==> src/rtl/orb_wr_arbiter.sv <==
// Write-port arbiter for the orbit-frame RAM: grants one packer at a time and drives a fixed-length ram_we pulse.
// Define ORB_ARB_FIXED_PRIO_EN for lowest-index-wins priority instead of round-robin.
module orb_wr_arbiter #(
  parameter int NREQ   = 4,
  parameter int DW     = 12,
  parameter int AW     = 11,
  parameter int WE_LEN = 4
) (
  input  logic                 clk,
  input  logic                 rst,
  input  logic [NREQ-1:0]      req,
  input  logic [NREQ*DW-1:0]   req_data,
  input  logic [NREQ*AW-1:0]   req_addr,
  input  logic                 hold,
  output logic [NREQ-1:0]      ack,
  output logic [NREQ-1:0]      grant,
  output logic                 ram_we,
  output logic [AW-1:0]        ram_addr,
  output logic [DW-1:0]        ram_data,
  output logic                 busy
);

  localparam int IW = $clog2(NREQ);
  localparam int CW = $clog2(WE_LEN + 1);
  localparam logic [CW-1:0] CNT_LAST = CW'(WE_LEN - 1);

  typedef enum logic [1:0] {IDLE, LATCH, WRITE, DONE} state_t;

  state_t         state;
  logic [IW-1:0]  win_idx;
  logic [CW-1:0]  we_cnt;
  logic [IW-1:0]  pick_idx;
  logic           pick_vld;
  logic [NREQ-1:0] win_oh;
  logic [DW-1:0]  sel_data;
  logic [AW-1:0]  sel_addr;

`ifdef ORB_ARB_FIXED_PRIO_EN
  always_comb begin
    pick_idx = '0;
    pick_vld = 1'b0;
    for (int i = NREQ - 1; i >= 0; i--) begin
      if (req[i]) begin
        pick_idx = IW'(i);
        pick_vld = 1'b1;
      end
    end
  end
`else
  logic [IW-1:0] rr_ptr;
  logic [IW-1:0] rr_next;
  logic [IW-1:0] lo_idx;
  logic [IW-1:0] hi_idx;
  logic          hi_vld;

  // Lowest set bit at or above rr_ptr wins; otherwise wrap to the lowest set bit overall.
  always_comb begin
    lo_idx   = '0;
    hi_idx   = '0;
    hi_vld   = 1'b0;
    pick_vld = |req;
    for (int i = NREQ - 1; i >= 0; i--) begin
      if (req[i]) begin
        lo_idx = IW'(i);
        if (IW'(i) >= rr_ptr) begin
          hi_idx = IW'(i);
          hi_vld = 1'b1;
        end
      end
    end
    pick_idx = hi_vld ? hi_idx : lo_idx;
  end

  assign rr_next = (win_idx == IW'(NREQ - 1)) ? '0 : win_idx + 1'b1;
`endif

  assign win_oh = {{(NREQ-1){1'b0}}, 1'b1} << win_idx;

  always_comb begin
    sel_data = '0;
    sel_addr = '0;
    for (int i = 0; i < NREQ; i++) begin
      if (win_idx == IW'(i)) begin
        sel_data = req_data[i*DW +: DW];
        sel_addr = req_addr[i*AW +: AW];
      end
    end
  end

  // Outputs are registered from the current state, so each lags its state by one cycle;
  // this gives the address/data one cycle of setup before ram_we rises.
  always_ff @(posedge clk or posedge rst) begin
    if (rst) begin
      state    <= IDLE;
      win_idx  <= '0;
      we_cnt   <= '0;
      grant    <= '0;
      ack      <= '0;
      ram_we   <= 1'b0;
      ram_addr <= '0;
      ram_data <= '0;
      busy     <= 1'b0;
`ifndef ORB_ARB_FIXED_PRIO_EN
      rr_ptr   <= '0;
`endif
    end else begin
      busy <= (state != IDLE);
      case (state)
        IDLE: begin
          ack <= '0;
          if (!hold && pick_vld) begin
            win_idx <= pick_idx;
            state   <= LATCH;
          end
        end
        LATCH: begin
          grant    <= win_oh;
          ram_addr <= sel_addr;
          ram_data <= sel_data;
          we_cnt   <= '0;
`ifndef ORB_ARB_FIXED_PRIO_EN
          rr_ptr   <= rr_next;
`endif
          state    <= WRITE;
        end
        WRITE: begin
          ram_we <= 1'b1;
          if (we_cnt == CNT_LAST) begin
            we_cnt <= '0;
            state  <= DONE;
          end else begin
            we_cnt <= we_cnt + 1'b1;
          end
        end
        DONE: begin
          ram_we   <= 1'b0;
          ack      <= win_oh;
          grant    <= '0;
          ram_addr <= '0;
          ram_data <= '0;
          state    <= IDLE;
        end
        default: state <= IDLE;
      endcase
    end
  end

endmodule

==> config.mk <==
export PLATFORM = sky130hd
export DESIGN_NAME = orb_wr_arbiter
export DESIGN_NICKNAME = d
export VERILOG_FILES = /design/src/rtl/orb_wr_arbiter.sv
export SDC_FILE = /design/constraint.sdc
export NUM_CORES = 1
export LEC_CHECK = 0
export BUFFER_PORTS_ARGS = -buffer_cell sky130_fd_sc_hd__buf_2
export CAP_MARGIN = 40
export CORE_UTILIZATION = 41
export DETAILED_ROUTE_END_ITERATION = 8
export PLACE_DENSITY = 0.77
export SYNTH_ARGS = -nofsm -noshare
export SYNTH_HDL_FRONTEND = slang
export SYNTH_SLANG_ARGS = --single-unit
==> constraint.sdc <==
create_clock -name clk -period 1.6 [get_ports clk]
set_input_delay 0.08 -clock clk [delete_from_list [all_inputs] [get_ports clk]]
set_output_delay 0.08 -clock clk [all_outputs]
set_load 0.1 [all_outputs]
Yosys cells after proc, flatten, opt, wreduce, memory -nomap -nowiden
Index checks and enable logic that the tools add are counted.
- magnitude comparators: 4
- multiplexer cells: 40
- reductions and logical operators: 12
- equality and inequality tests: 9
- $add $sub $neg: 2
- shifts and indexed selects: 1
- operators by type and width (kind ; number):
    2-to-1 mux 12 bit ; 4
    2-to-1 mux 11 bit ; 4
    2-to-1 mux 2 bit ; 16
    one-hot mux 12 bit (2 select lines) ; 1
    one-hot mux 11 bit (2 select lines) ; 1
    one-hot mux 4 bit (2 select lines) ; 2
    nonzero test 2 bit ; 5
    equality test 2 bit (second input constant) ; 4
    2-to-1 mux 1 bit ; 8
    one-hot mux 2 bit (4 select lines) ; 1
    one-hot mux 3 bit (2 select lines) ; 1
    equality test 2 x 1 -> 1 bit (second input constant) ; 2
    >= comparator 1 x 2 -> 1 bit (first input constant) ; 2
    >= comparator 2 bit (first input constant) ; 2
    logical NOT 2 bit ; 2
    != test 2 bit (second input constant) ; 2
    AND reduction 2 bit ; 2
    OR reduction 4 bit ; 1
    left shift 1 x 2 -> 4 bit (first input constant) ; 1
    adder 3 x 1 -> 3 bit (second input constant) ; 1
    equality test 3 x 2 -> 1 bit (second input constant) ; 1
    2-to-1 mux 3 bit ; 1
    adder 2 x 1 -> 2 bit (second input constant) ; 1
    one-hot mux 1 bit (2 select lines) ; 1
    2 further kinds ; 2
- bits in registers: 42

Longest topological paths before layout
- word-level depth: 10
- mapped depth: 8

Least setup slack after synthesis
No wires, ideal clock.
- path type: reg2reg
- start point: register win_idx[0]
- end point: register ram_addr[2]
- cell stages (with the launch flop): 9
- setup time: 0.127 ns
- buffers on the path: 3
- data required time: 1.473 ns
- data arrival time: 1.482 ns
- path slack: -0.009 ns
- cell sequence: dfrtp_1 > inv_1 > ha_1 > buf_4 > nor2b_1 > buf_4 > buf_6 > a221oi_2 > o31ai_1
- word-level cells in the longest chain between the ends: 6
- ends and longest elaborated chain (item ; line ; RTL):
    start, declared ; 30 ; logic [IW-1:0] win_idx;
    start signal, assigned ; 112 ; win_idx <= pick_idx;
    logical NOT 2 bit ; 83 ; if (win_idx == IW'(i)) begin
    2-to-1 mux 11 bit (3 in series) ; 83 ;
    2-to-1 mux 11 bit (*) ; 83 ;
    one-hot mux 11 bit (2 select lines) (*) ; 108 ; case (state)
    end signal, assigned ; 118 ; ram_addr <= sel_addr;
    end, declared ; 18 ; output logic [AW-1:0] ram_addr,
Every way passes the cells marked *; elsewhere a longest branch is shown, timed or not.
A chain may end at the register's enable or synchronous reset.

Final worst setup path
- start point: register win_idx[0]
- end point: register ram_addr[9]
The elaborated chain is that of the path after synthesis.

==> key figures <==
Floorplan
  – Chip Width: ~80 um
  – CORE AREA: around 6000 um2
  – Core Rows: 28
  – Die height: around 80 um
  – Initial cell density of the core: between 40 and 50%
  – Die area: approximately 6500 um2
  – Ports: 132

Synth
  – Syn Nets: roughly 360
  – Post-synthesis sequential area ratio: between 40% and 50%
  – Synth warn: 0
  – Synth Area in XOR/XNOR: 0%
  – Post-Syn Area: 2525 um2
  – Post-synthesis compound-gate area fraction: 29.44%
  – Largest family of logic cells by synthesized area: compound AO/OA/AOI/OAI gates
  – Synth unique cells: 42
  – Syn Area/Cell: about 9.9 um2
  – Mux share of post-synthesis cell area: 2.874%
  – Main synth FF type: dfrtp_1
  – Simple-gate area share of the yosys netlist: 13.38%
  – Seq cells post-synth: 42
  – Number of flops mapped to enable cells by yosys: 0
  – Post-Synth Adder-Cell Area: under 10%
  – Cells after synthesis: between 200 and 300
  – Async SR Flop Fraction: between 90% and 100%

Route
  – DR WL/cell: roughly 19 um
  – Residual DRC count: 0
  – Initial DRC count: between 100 and 150
  – ANT nets after route: 0
  – Vias: between 2000 and 3000
  – Total wire length: about 9000 um
  – Via density: 5.806
  – Pre-antenna DRT Iters: 5

Clocking
  – TritonCTS Buffers: 5
  – TritonCTS clock tree: yes
  – Clock Root Buffer: clkbuf_8
  – Clk sinks: 42
  – Max clock buf depth: 2
  – # H-tree levels: 2
  – Worst-Skew Late Latency: about 0.30 ns
  – Clock-pin slew on the worst setup and hold paths: approximately 0.090 ns

Setup path
  – Worst endpoint required time: around 1.8 ns
  – Worst r2r path cells: 5
  – R2R Path End: ram_addr[9]$_DFFE_PP0P_
  – Worst-path maximum fanout: 5
  – Critical path type: reg2reg
  – Slowest CP cell: dfrtp_2
  – Worst path arrival time: around 1.9 ns
  – Crit path largest cell delay: ~0.46 ns
  – RR Startpoint: win_idx[0]$_DFFE_PP0P_
  – Critical Path End Type: register
  – Flop2flop setup slack: -0.05 ns
  – CP Launch Type: register
  – Crit path cell chain: ha_4 > clkbuf_16 > nand3b_1 > a221o_1 > a311oi_2

Timing
  – Tmin final: about 1.7 ns
  – Setup TNS: -0.09106 ns
  – Final-report max-slew violation count: 0
  – Tcrit/Tclk final: 103.1%
  – Max-slew headroom: approximately two thirds
  – Final setup margin: -0.05030 ns
  – Final setup skew: about 0.012 ns
  – Worst slew pin tran: ~0.5 ns
  – Final setup viols: 5
  – Final hold viol count: 0
  – Maximum clock rate: 0.6060 GHz
  – RSZ-0062 raised after global routing: yes

Hold path
  – Hold path cells: 3
  – Hold endpoint: ram_data[6]$_DFFE_PP0P_
  – Min-Delay Path Class: in2reg
  – Hold Startpoint: req_data[42]

Power and ir drop
  – Peak supply drop: 1.713 mV
  – Total power draw: 9867 uW
  – PD cells: about 2500 nW/um2
  – Leakage power: about 0.0019 uW

Layout
  – Area of the multi-input gates: between 1000 and 1500 um2
  – Synthesis-to-finish area growth: 55.90%
  – FF+latch area: around 1100 um2
  – Ant. Diodes: 0
  – Fillers: 440
  – Final nets: between 500 and 600
  – Share of cells above drive strength 1: 54.15%

GRT
  – Initial antenna violation count: 0
  – Total GRT Usage: 24.01%
  – Number of global-route vias before repair: around 2500
  – Largest net degree at the start of global routing: 25
  – Global-route wire length before repair: about 12000 um
  – GRT overflow: 0

Place
  – Detail Placement HPWL: about 6000 um
  – Routability cong.: 0.8047
  – Buffers on Ports: roughly 130

Run
  – Max-Cap Viols: 0

Outcome
  – Failing checks: negative setup slack
  – Status: finished with violations
==> cells in the final DEF (no fill, tap or decap), types with 7 or more instances in the layout <==
| master | count |
|---|---|
| o22ai_1 | 14 |
| inv_1 | 12 |
| buf_12 | 8 |
| nand2_1 | 31 |
| buf_2 | 131 |
| buf_4 | 21 |
| a21oi_1 | 7 |
| o21ai_0 | 10 |
| nor2_1 | 14 |
| dfrtp_1 | 41 |
| a221oi_2 | 12 |
| o31ai_1 | 15 |
==> worst max path at each step <==
stage	start	endpoint	slack (ns)	cells past startpoint
2_1_floorplan	win_idx[0]$_DFFE_PP0P_	ram_addr[2]$_DFFE_PP0P_	0.01	7
3_3_place_gp	win_idx[0]$_DFFE_PP0P_	ram_addr[3]$_DFFE_PP0P_	0.03	6
3_5_place_dp	win_idx[0]$_DFFE_PP0P_	ram_data[1]$_DFFE_PP0P_	-0.12	6
4_1_cts	win_idx[0]$_DFFE_PP0P_	ram_data[6]$_DFFE_PP0P_	-0.04	5
5_1_grt	win_idx[0]$_DFFE_PP0P_	ram_data[8]$_DFFE_PP0P_	-0.10	7
6_report	win_idx[0]$_DFFE_PP0P_	ram_addr[9]$_DFFE_PP0P_	-0.05	5
==> registers in the layout (all words and copies together) (netlist names) <==
name and cells:
ack 4, busy 1, ram_we 1, ram_data 12, ram_addr 11, grant 4, rr_ptr 2, we_cnt 3
win_idx 2, state 2
==> routing by layer <==
layer	global-route usage, %	share of wire (%)	vias to the layer above
met2	42.37	51	175
met4	6.071	2.1	0
met3	5.795	9.0	25
met1	29.04	38	1353
met5	0	0	-
li1	-	-	1263
==> timing repair <==
item                       4_1_cts  5_1_grt
buffers inserted                 2        6
hold buffers                     1        0
hold endpoints to repair        20        0
resized for setup               14       24
cloned                           1        5
setup endpoints to repair       18       25
pin swaps                        2       11
==> synthesized netlist by cell type, types with 2 or more instances <==
cell type  instances  area, um2
inv_1             15      56.30
a21oi_1            7      35.03
o31ai_1           18      135.1
dfrtp_1           42       1051
o22ai_1           17      106.4
a221o_1            5      50.05
nand3b_1           5      37.54
clkbuf_1           3      11.26
a311oi_2           5      75.07
o21ai_0           10      50.05
o211ai_1           2      15.01
a221oi_1           8      70.07
nor2_1            14      52.55
buf_4              4      30.03
nand2_1           31      116.4
mux2i_1            5      50.05
nor2b_1            4      25.02
mux2_2             2      22.52
ha_1               9      112.6
buf_6              5      56.30
a221oi_2          10      150.1
nand2b_1           4      25.02
or2b_1             2      15.01
buf_2             10      50.05
==> cells by family after synthesis <==
| group | Yosys count |
|---|---|
| simple gates | 70 |
| fa+ha+maj | 9 |
| compound gates | 89 |
| flops | 42 |
| buf+inv | 38 |
| mux | 7 |
==> stage by stage <==
stage | utilization [%] | area [um2] | hold slack [ns] | std cells | setup slack (ns)
2_1_floorplan | - | 2537 | 0.2588 | 255 | 0.01153
3_3_place_gp | 57.54 | 3407 | 0.1219 | 462 | 0.02786
3_5_place_dp | 57.54 | 3407 | 0.1265 | 462 | -0.1237
4_1_cts | 61.07 | 3616 | 0.06901 | 474 | -0.03734
5_1_grt | 66.48 | 3936 | 0.06785 | 485 | -0.1044
6_report | 66.48 | 3936 | 0.06331 | 485 | -0.05030
==> final cells by class <==
type                            instances  share of cell area [%]
Multi-Input combinational cell        175                   37.54
Timing Repair Buffer                  169                   29.43
Sequential cell                        42                   26.73
Tap cell                               75                   2.384
Clock buffer                            6                   1.844
Inverter                               16                   1.716
Clock inverter                          2                  0.3496
==> report_power, final <==
group | internal [uW] | switching (uW) | total, uW
registers | 1480 | 264 | 1750
logic | 2670 | 4760 | 7430
clock network | 308 | 384 | 693
==> worst max-delay path: cells and delay by family (launching register included) <==
family | cells | cell delay [ns]
AOI/OAI and AO/OA | 2 | 0.58
adders and majority gates | 1 | 0.21
buffers and inverters | 1 | 0.15
DFF | 1 | 0.46
and+or+nand+nor | 1 | 0.17
Power figures use the tool's default switching activity.
